$ cat src/rtl/exception_pkg.sv
// Shared types and default vector addresses for the exception sequencer.
package exception_pkg;

    typedef enum logic [1:0] {
        IDLE   = 2'd0,
        VEC_RD = 2'd1,
        VEC_LD = 2'd2,
        RET    = 2'd3
    } state_e;

    typedef enum logic [1:0] {
        NONE = 2'b00,
        OPC  = 2'b01,
        OVF  = 2'b10,
        IRQ  = 2'b11
    } cause_e;

    localparam logic [31:0] VEC_OPC_DEF = 32'd254;
    localparam logic [31:0] VEC_OVF_DEF = 32'd255;
    localparam logic [31:0] VEC_IRQ_DEF = 32'd253;

endpackage

$ cat src/rtl/exception_controller.sv
// Takes over the multicycle datapath on exceptions/interrupts: saves the
// return PC and cause, fetches the handler vector byte, loads the PC, and
// restores the saved PC on eret.
module exception_controller
    import exception_pkg::*;
#(
    parameter logic [31:0] VEC_OPC = VEC_OPC_DEF,
    parameter logic [31:0] VEC_OVF = VEC_OVF_DEF,
    parameter logic [31:0] VEC_IRQ = VEC_IRQ_DEF,
    parameter int          MEM_LAT = 1
) (
    input  logic        clock,
    input  logic        reset,
    input  logic        ex_opcode,
    input  logic        ex_overflow,
    input  logic        irq,
    input  logic        instr_boundary,
    input  logic        eret,
    input  logic [31:0] pc,
    input  logic [31:0] mem_data,
    output logic        uc_hold,
    output logic        addr_sel_ex,
    output logic [31:0] vec_addr,
    output logic        pc_write_ex,
    output logic [31:0] pc_ex,
    output logic [31:0] epc,
    output logic [1:0]  cause,
    output logic        ie
);

    localparam int CW = $clog2(MEM_LAT + 1);

    state_e          state_q, state_d;
    cause_e          cause_q;
    cause_e          take_cause;
    logic            take;
    logic [31:0]     take_epc;
    logic [CW-1:0]   cnt_q;
    logic [7:0]      vec_q;
    logic            unused_mem_hi;

    // Only the low byte of memory data carries the vector.
    assign unused_mem_hi = ^mem_data[31:8];

    // Prioritised trigger selection; sync exceptions ignore ie, and
    // pc has already been advanced past the faulting instruction.
    always_comb begin
        take       = 1'b1;
        take_cause = NONE;
        take_epc   = pc;
        if (ex_opcode) begin
            take_cause = OPC;
            take_epc   = pc - 32'd4;
        end else if (ex_overflow) begin
            take_cause = OVF;
            take_epc   = pc - 32'd4;
        end else if (irq && ie && instr_boundary) begin
            take_cause = IRQ;
        end else begin
            take = 1'b0;
        end
    end

    // State register.
    always_ff @(posedge clock or posedge reset) begin
        if (reset) state_q <= IDLE;
        else       state_q <= state_d;
    end

    // Next-state logic; a trigger wins over a same-cycle eret.
    always_comb begin
        state_d = state_q;
        case (state_q)
            IDLE: begin
                if (take)      state_d = VEC_RD;
                else if (eret) state_d = RET;
            end
            VEC_RD: if (cnt_q == CW'(1)) state_d = VEC_LD;
            VEC_LD: state_d = IDLE;
            RET:    state_d = IDLE;
            default: state_d = IDLE;
        endcase
    end

    // Saved context, wait counter and fetched vector byte.
    always_ff @(posedge clock or posedge reset) begin
        if (reset) begin
            epc     <= '0;
            cause_q <= NONE;
            ie      <= 1'b1;
            cnt_q   <= '0;
            vec_q   <= '0;
        end else begin
            case (state_q)
                IDLE: begin
                    if (take) begin
                        epc     <= take_epc;
                        cause_q <= take_cause;
                        ie      <= 1'b0;
                        cnt_q   <= CW'(MEM_LAT);
                    end
                end
                VEC_RD: begin
                    cnt_q <= cnt_q - CW'(1);
                    if (cnt_q == CW'(1)) vec_q <= mem_data[7:0];
                end
                RET: begin
                    ie      <= 1'b1;
                    cause_q <= NONE;
                end
                default: ;
            endcase
        end
    end

    assign cause = cause_q;

    // Vector address follows the recorded cause.
    always_comb begin
        case (cause_q)
            OPC:     vec_addr = VEC_OPC;
            OVF:     vec_addr = VEC_OVF;
            IRQ:     vec_addr = VEC_IRQ;
            default: vec_addr = '0;
        endcase
    end

    // Moore outputs decoded from state.
    always_comb begin
        uc_hold     = 1'b0;
        addr_sel_ex = 1'b0;
        pc_write_ex = 1'b0;
        pc_ex       = '0;
        case (state_q)
            VEC_RD: begin
                uc_hold     = 1'b1;
                addr_sel_ex = 1'b1;
            end
            VEC_LD: begin
                uc_hold     = 1'b1;
                pc_write_ex = 1'b1;
                pc_ex       = {24'b0, vec_q};
            end
            RET: begin
                uc_hold     = 1'b1;
                pc_write_ex = 1'b1;
                pc_ex       = epc;
            end
            default: ;
        endcase
    end

endmodule

$ cat config.mk
export PLATFORM = sky130hd
export DESIGN_NAME = exception_controller
export DESIGN_NICKNAME = d
export VERILOG_FILES = /design/src/rtl/exception_pkg.sv /design/src/rtl/exception_controller.sv
export SDC_FILE = /design/constraint.sdc
export NUM_CORES = 1
export LEC_CHECK = 0
export ABC_AREA = 1
export BUFFER_PORTS_ARGS = -buffer_cell sky130_fd_sc_hd__buf_2
export CAP_MARGIN = 20
export CORE_ASPECT_RATIO = 0.9
export CORE_MARGIN = 2
export CORE_UTILIZATION = 46
export CTS_CLUSTER_SIZE = 25
export DETAILED_ROUTE_END_ITERATION = 8
export GPL_ROUTABILITY_DRIVEN = 0
export GPL_TIMING_DRIVEN = 0
export PLACE_DENSITY = 0.81
export SYNTH_ARGS = -nofsm -noshare
export SYNTH_HDL_FRONTEND = slang
export SYNTH_SLANG_ARGS = --single-unit
$ cat constraint.sdc
create_clock -name clock -period 1.8 [get_ports clock]
set_input_delay 0.18 -clock clock [delete_from_list [all_inputs] [get_ports clock]]
set_output_delay 0.18 -clock clock [all_outputs]
set_load 0.02 [all_outputs]
* Word-level counts from Yosys, hierarchy flattened
Index checks and enable logic that the tools add are counted.
** Storage, ports and cells
- Flip-flop bits (word level) :: 46
- Latch bits :: 0
- Memory bits (writable) :: 0
- Bits in read-only memories :: 0
- Output and inout bits :: 102
- Logic and storage cells :: 52
- Memories kept :: 0
** Operators by class
- Add/sub/neg operators :: 2
- Multipliers :: 0
- Divide/modulo/power cells :: 0
- $lt $le $gt $ge :: 0
- Equality and inequality tests :: 9
- Shifts and indexed selects :: 0
- Muxes and demuxes :: 23
- Bitwise gates (word level) :: 0
- Reductions and logical operators :: 12
** Operators by type and width (count)
- $mux W32 :: 2
- $pmux W32 S2 :: 1
- $sub A32 B3 Y32 const B :: 1
- $pmux W8 S3 :: 1
- $mux W2 :: 7
- $reduce_and A2 Y1 :: 5
- $eq A2 B2 Y1 const B :: 4
- $mux W1 :: 8
- $pmux W2 S3 :: 1
- $eq A2 B1 Y1 const B :: 2
- $ne A2 B2 Y1 const B :: 2
- $pmux W1 S2 :: 2
- $pmux W2 S2 :: 1
- $reduce_bool A2 Y1 :: 2
- $ne A3 B3 Y1 const B :: 1
- $reduce_or A3 Y1 :: 1
- $logic_and A1 B1 Y1 :: 2
- $logic_not A2 Y1 :: 1
- $reduce_or A2 Y1 :: 1
- $sub A1 B1 Y1 const B :: 1

* Logic depth before layout (Yosys ltp)
- Depth in word-level cells :: 7
- Mapped depth :: 10
- Depth with buffers taken out :: 10

* Least setup slack after synthesis
Ideal clock, no wire load.
- Path kind :: flip-flop to output port
- Start point :: register state_q[1]
- End point :: output port pc_ex[0]
- Arrival time :: 1247 ps
- Data required time :: 1620 ps
- Path slack :: 373 ps
- Cell stages (with the launch flop) :: 4
- Buffers on the path :: 1
- Cells stage by stage :: dfrtp_1 -> nand2_1 -> clkbuf_1 -> o21ai_0
** On the way
- Word-level cells in the longest chain between the ends :: 2
** Ends and longest elaborated chain
- start: declaration :: line exception_controller.sv:33 : state_e state_q, state_d;
- start signal: assignment :: line exception_controller.sv:67 : else state_q <= state_d;
- $eq A2 B2 Y1 :: line exception_controller.sv:134 : case (state_q)
- $pmux W32 S2 (*) :: line exception_controller.sv:134
- end: declaration :: line exception_controller.sv:25 : output logic [31:0] pc_ex,
Mark *: on every way between the ends. The rest lies on a longest branch, timed or not.

* Worst setup path after layout
- Start point :: register state_q[1]
- End point :: output port pc_ex[3]
Same word-level chain as after synthesis.

==> reports/results.ini <==
[finish]
insertedDiodeCount = 0
areaGrowthSynthToFinish_pct = 28.3
final_util = 0.608
nets = 738
layout.cells.non_filler = 757
drive_gt1_frac = 0.300
finalInstanceArea_sq_um = 4280
fillers = 657

[clock_network]
clk_pin_slew_ns = 0.09
htree_num_levels = 2
cts_tree = done
clk_latency_ns = 0.29
cts_buffer_depth = 2
numCtsBuffers = 5
cts.sink_count = 46
root_buffer = clkbuf_8

[sta]
finalCriticalPeriod_ns = 1.66
drv_slew = 0
whs_ns = 0.0803
hold_viol = 0
period_share = 0.925
fin_setup_tns_ns = 0
rsz0062_at_grt = false
clock_skew_ns = 0.00521
setup-violations-final = 0
timing.fmax_ghz = 0.601
worst_slack_ns = 0.135

[critical_path]
crit_required_ns = 1.62
cp-start-kind = flip-flop
path_buf_inv = 2
critical_path.top_delay_family = flip-flops
worstSetupPathType = reg2out
cp_cell_sequence = nand2_1, clkbuf_2, o21ai_0, buf_2
cp_slowest_cell = dfrtp_2
worst-path-max-fanout = 10
critical_path.max_stage_delay_ns = 0.47
worst_ep_arrival_time_ns = 1.48
end_kind = output port

[grt]
antenna_found_initial = 0
grtUsageTotal = 0.253
grt_max_degree = 45
grt_pass1_wl_mm = 16.1
grt_pass1_vias = 3385
overflow = 0

[flow_run]
maxCapViolations = 0

[logic_synthesis]
syn_avg_cell_area_sq_um = 6.58
yosysMostFrequentCell = nand2_1
yosysTopAreaCellShare = 0.338
synth_area_sq_um = 3330
yosysSeqAreaShare = 0.346
synth-edff-count = 0
synth_commonest_cells = 119 x nand2_1, 78 x inv_1, 75 x nor2_1
ys_types = 30
syn_inst = 507
synth-main-ff-cell = dfrtp_1
yosys_register_bits = 46
synth_area_leaders = dfrtp_1 34%, nand2_1 13%, nand3_1 8.9%
yosys_warnings = 0
yosysTopAreaCell = dfrtp_1
ys_async_sr_fraction = 1.00

[power_and_ir_drop]
intPower_mw = 3.07
p_switching_mw = 3.26
power.total_mw = 6.33
power_density_nw_per_um2 = 1480
seq_power_share = 0.307
p_sw_frac = 0.515
pwr-share-comb = 0.595
leakage_nw = 2.48
p_clk_frac = 0.098
vdd_drop_max_mv = 0.623

[placed_design]
dp_hpwl_mm = 8.03
io_buffers = 124
postPlaceCellArea_sq_um = 4180
dpl.cell_count = 748
place_ws_ns = 0.186

[worst_hold_path]
hp-class = in2reg

[status]
status = complete, no violations

[drt]
wl_per_cell_microns = 13.2
ant_nets = 0
vias_per_cell = 4.81
drc_errors = 0
dr.pass1.iters = 5
first_iter_violations = 237
totalWireLength_mm = 10.0
route.vias.total = 3644

[floorplanning]
dieArea_sq_um = 7950
die_height_microns = 84.8
die_w_microns = 93.7
rows = 29
core_area_sq_um = 7040
start_util = 0.474
ioPinCount = 173

-- cell usage in the layout (no fill, tap or decap), drive strengths merged --
| cell type | synthesis | routed |
|---|---|---|
| clkbuf | 6 | 12 |
| o21bai | 3 | 3 |
| conb | 1 | 24 |
| inv | 82 | 82 |
| o211ai | 1 | 1 |
| ha | 4 | 4 |
| nor3b | 1 | 1 |
| a31oi | 5 | 5 |
| clkinv | 0 | 2 |
| buf | 36 | 161 |
| o21ai | 33 | 33 |
| nand2 | 124 | 124 |
| nor3 | 7 | 7 |
| dfstp | 1 | 1 |
| and2 | 1 | 1 |
| xor2 | 3 | 3 |
| nor2 | 86 | 86 |
| nand3b | 1 | 1 |
| dfrtp | 45 | 45 |
| dlygate4sd3 | 0 | 1 |
| nand3 | 60 | 60 |
| nand4 | 7 | 7 |
-- tightest hold or removal path: cells and delay by family --
family                 cells  cell delay, ns
buffers and inverters      1            0.08
and+or+nand+nor            2            0.09
-- flip-flops by register name, indices dropped and copies added (netlist names) --
signal	cells
vec_q	8
cnt_q	1
cause	2
epc	32
ie	1
state_q	2
-- per-layer routing --
metal | part of all wire | up-vias | wire (microns) | GRT usage
met4 | 0.010 | 0 | 102 | 0.0606
met5 | 0 | - | 0 | 0
met1 | 0.43 | 1650 | 4350 | 0.353
met3 | 0.079 | 9 | 796 | 0.0431
li1 | - | 1835 | - | -
met2 | 0.48 | 150 | 4780 | 0.413
-- what timing repair did --
| item | CTS | global route |
|---|---|---|
| hold endpoints to repair | 45 | 0 |
| setup endpoints to repair | 16 | 9 |
| resized for setup | 4 | 2 |
| setup buffers | 0 | 0 |
| hold buffers | 1 | 0 |
-- final timing paths --
path,depth (start not counted),slack (ns),start,to
min reg2reg,2,0.49,vec_q[0]$_DFFE_PP0P_,vec_q[0]$_DFFE_PP0P_
max in group asynchronous,4,1.03,reset,ie$_DFFE_PP1P_
min,3,0.08,mem_data[0],vec_q[0]$_DFFE_PP0P_
max reg2reg,8,0.16,ie$_DFFE_PP1P_,epc[27]$_DFFE_PP0P_
min in group asynchronous,3,0.29,reset,epc[0]$_DFFE_PP0P_
max,4,0.14,state_q[1]$_DFFE_PP0P_,pc_ex[3]
-- kinds of logic (layout without fill, tap and decap cells) --
| kind of cell | Yosys count | count (layout) | share of synthesized area |
|---|---|---|---|
| fa+ha+maj | 4 | 4 | 0.0150 |
| simple gates | 287 | 287 | 0.379 |
| compound gates | 42 | 42 | 0.0690 |
| buf+inv | 124 | 258 | 0.182 |
| xor+xnor | 3 | 3 | 0.00788 |
| other cells | 1 | 24 | 0.00112 |
| flops | 46 | 46 | 0.346 |
-- area by class of cell --
class / count / area [sq um] / area share
Timing Repair Buffer: 126 / 651 / 0.152
Buffer: 42 / 304 / 0.0711
Multi-Input combinational cell: 360 / 1660 / 0.388
Clock inverter: 2 / 10.0 / 0.00234
Sequential cell: 46 / 1150 / 0.270
Inverter: 82 / 308 / 0.0720
Clock buffer: 6 / 72.6 / 0.0170
Tap cell: 93 / 116 / 0.0272
-- power groups by stage --
stage,logic [mW],clock network (mW),registers (mW)
after floorplan,2.04,0,2.36
after global placement,3.67,0,1.93
after detailed placement,3.75,0,1.95
after CTS,3.78,0.618,1.93
after global routing,4.13,0.666,2.01
final,3.77,0.618,1.95
No activity file was read; power rests on OpenSTA's default activity.
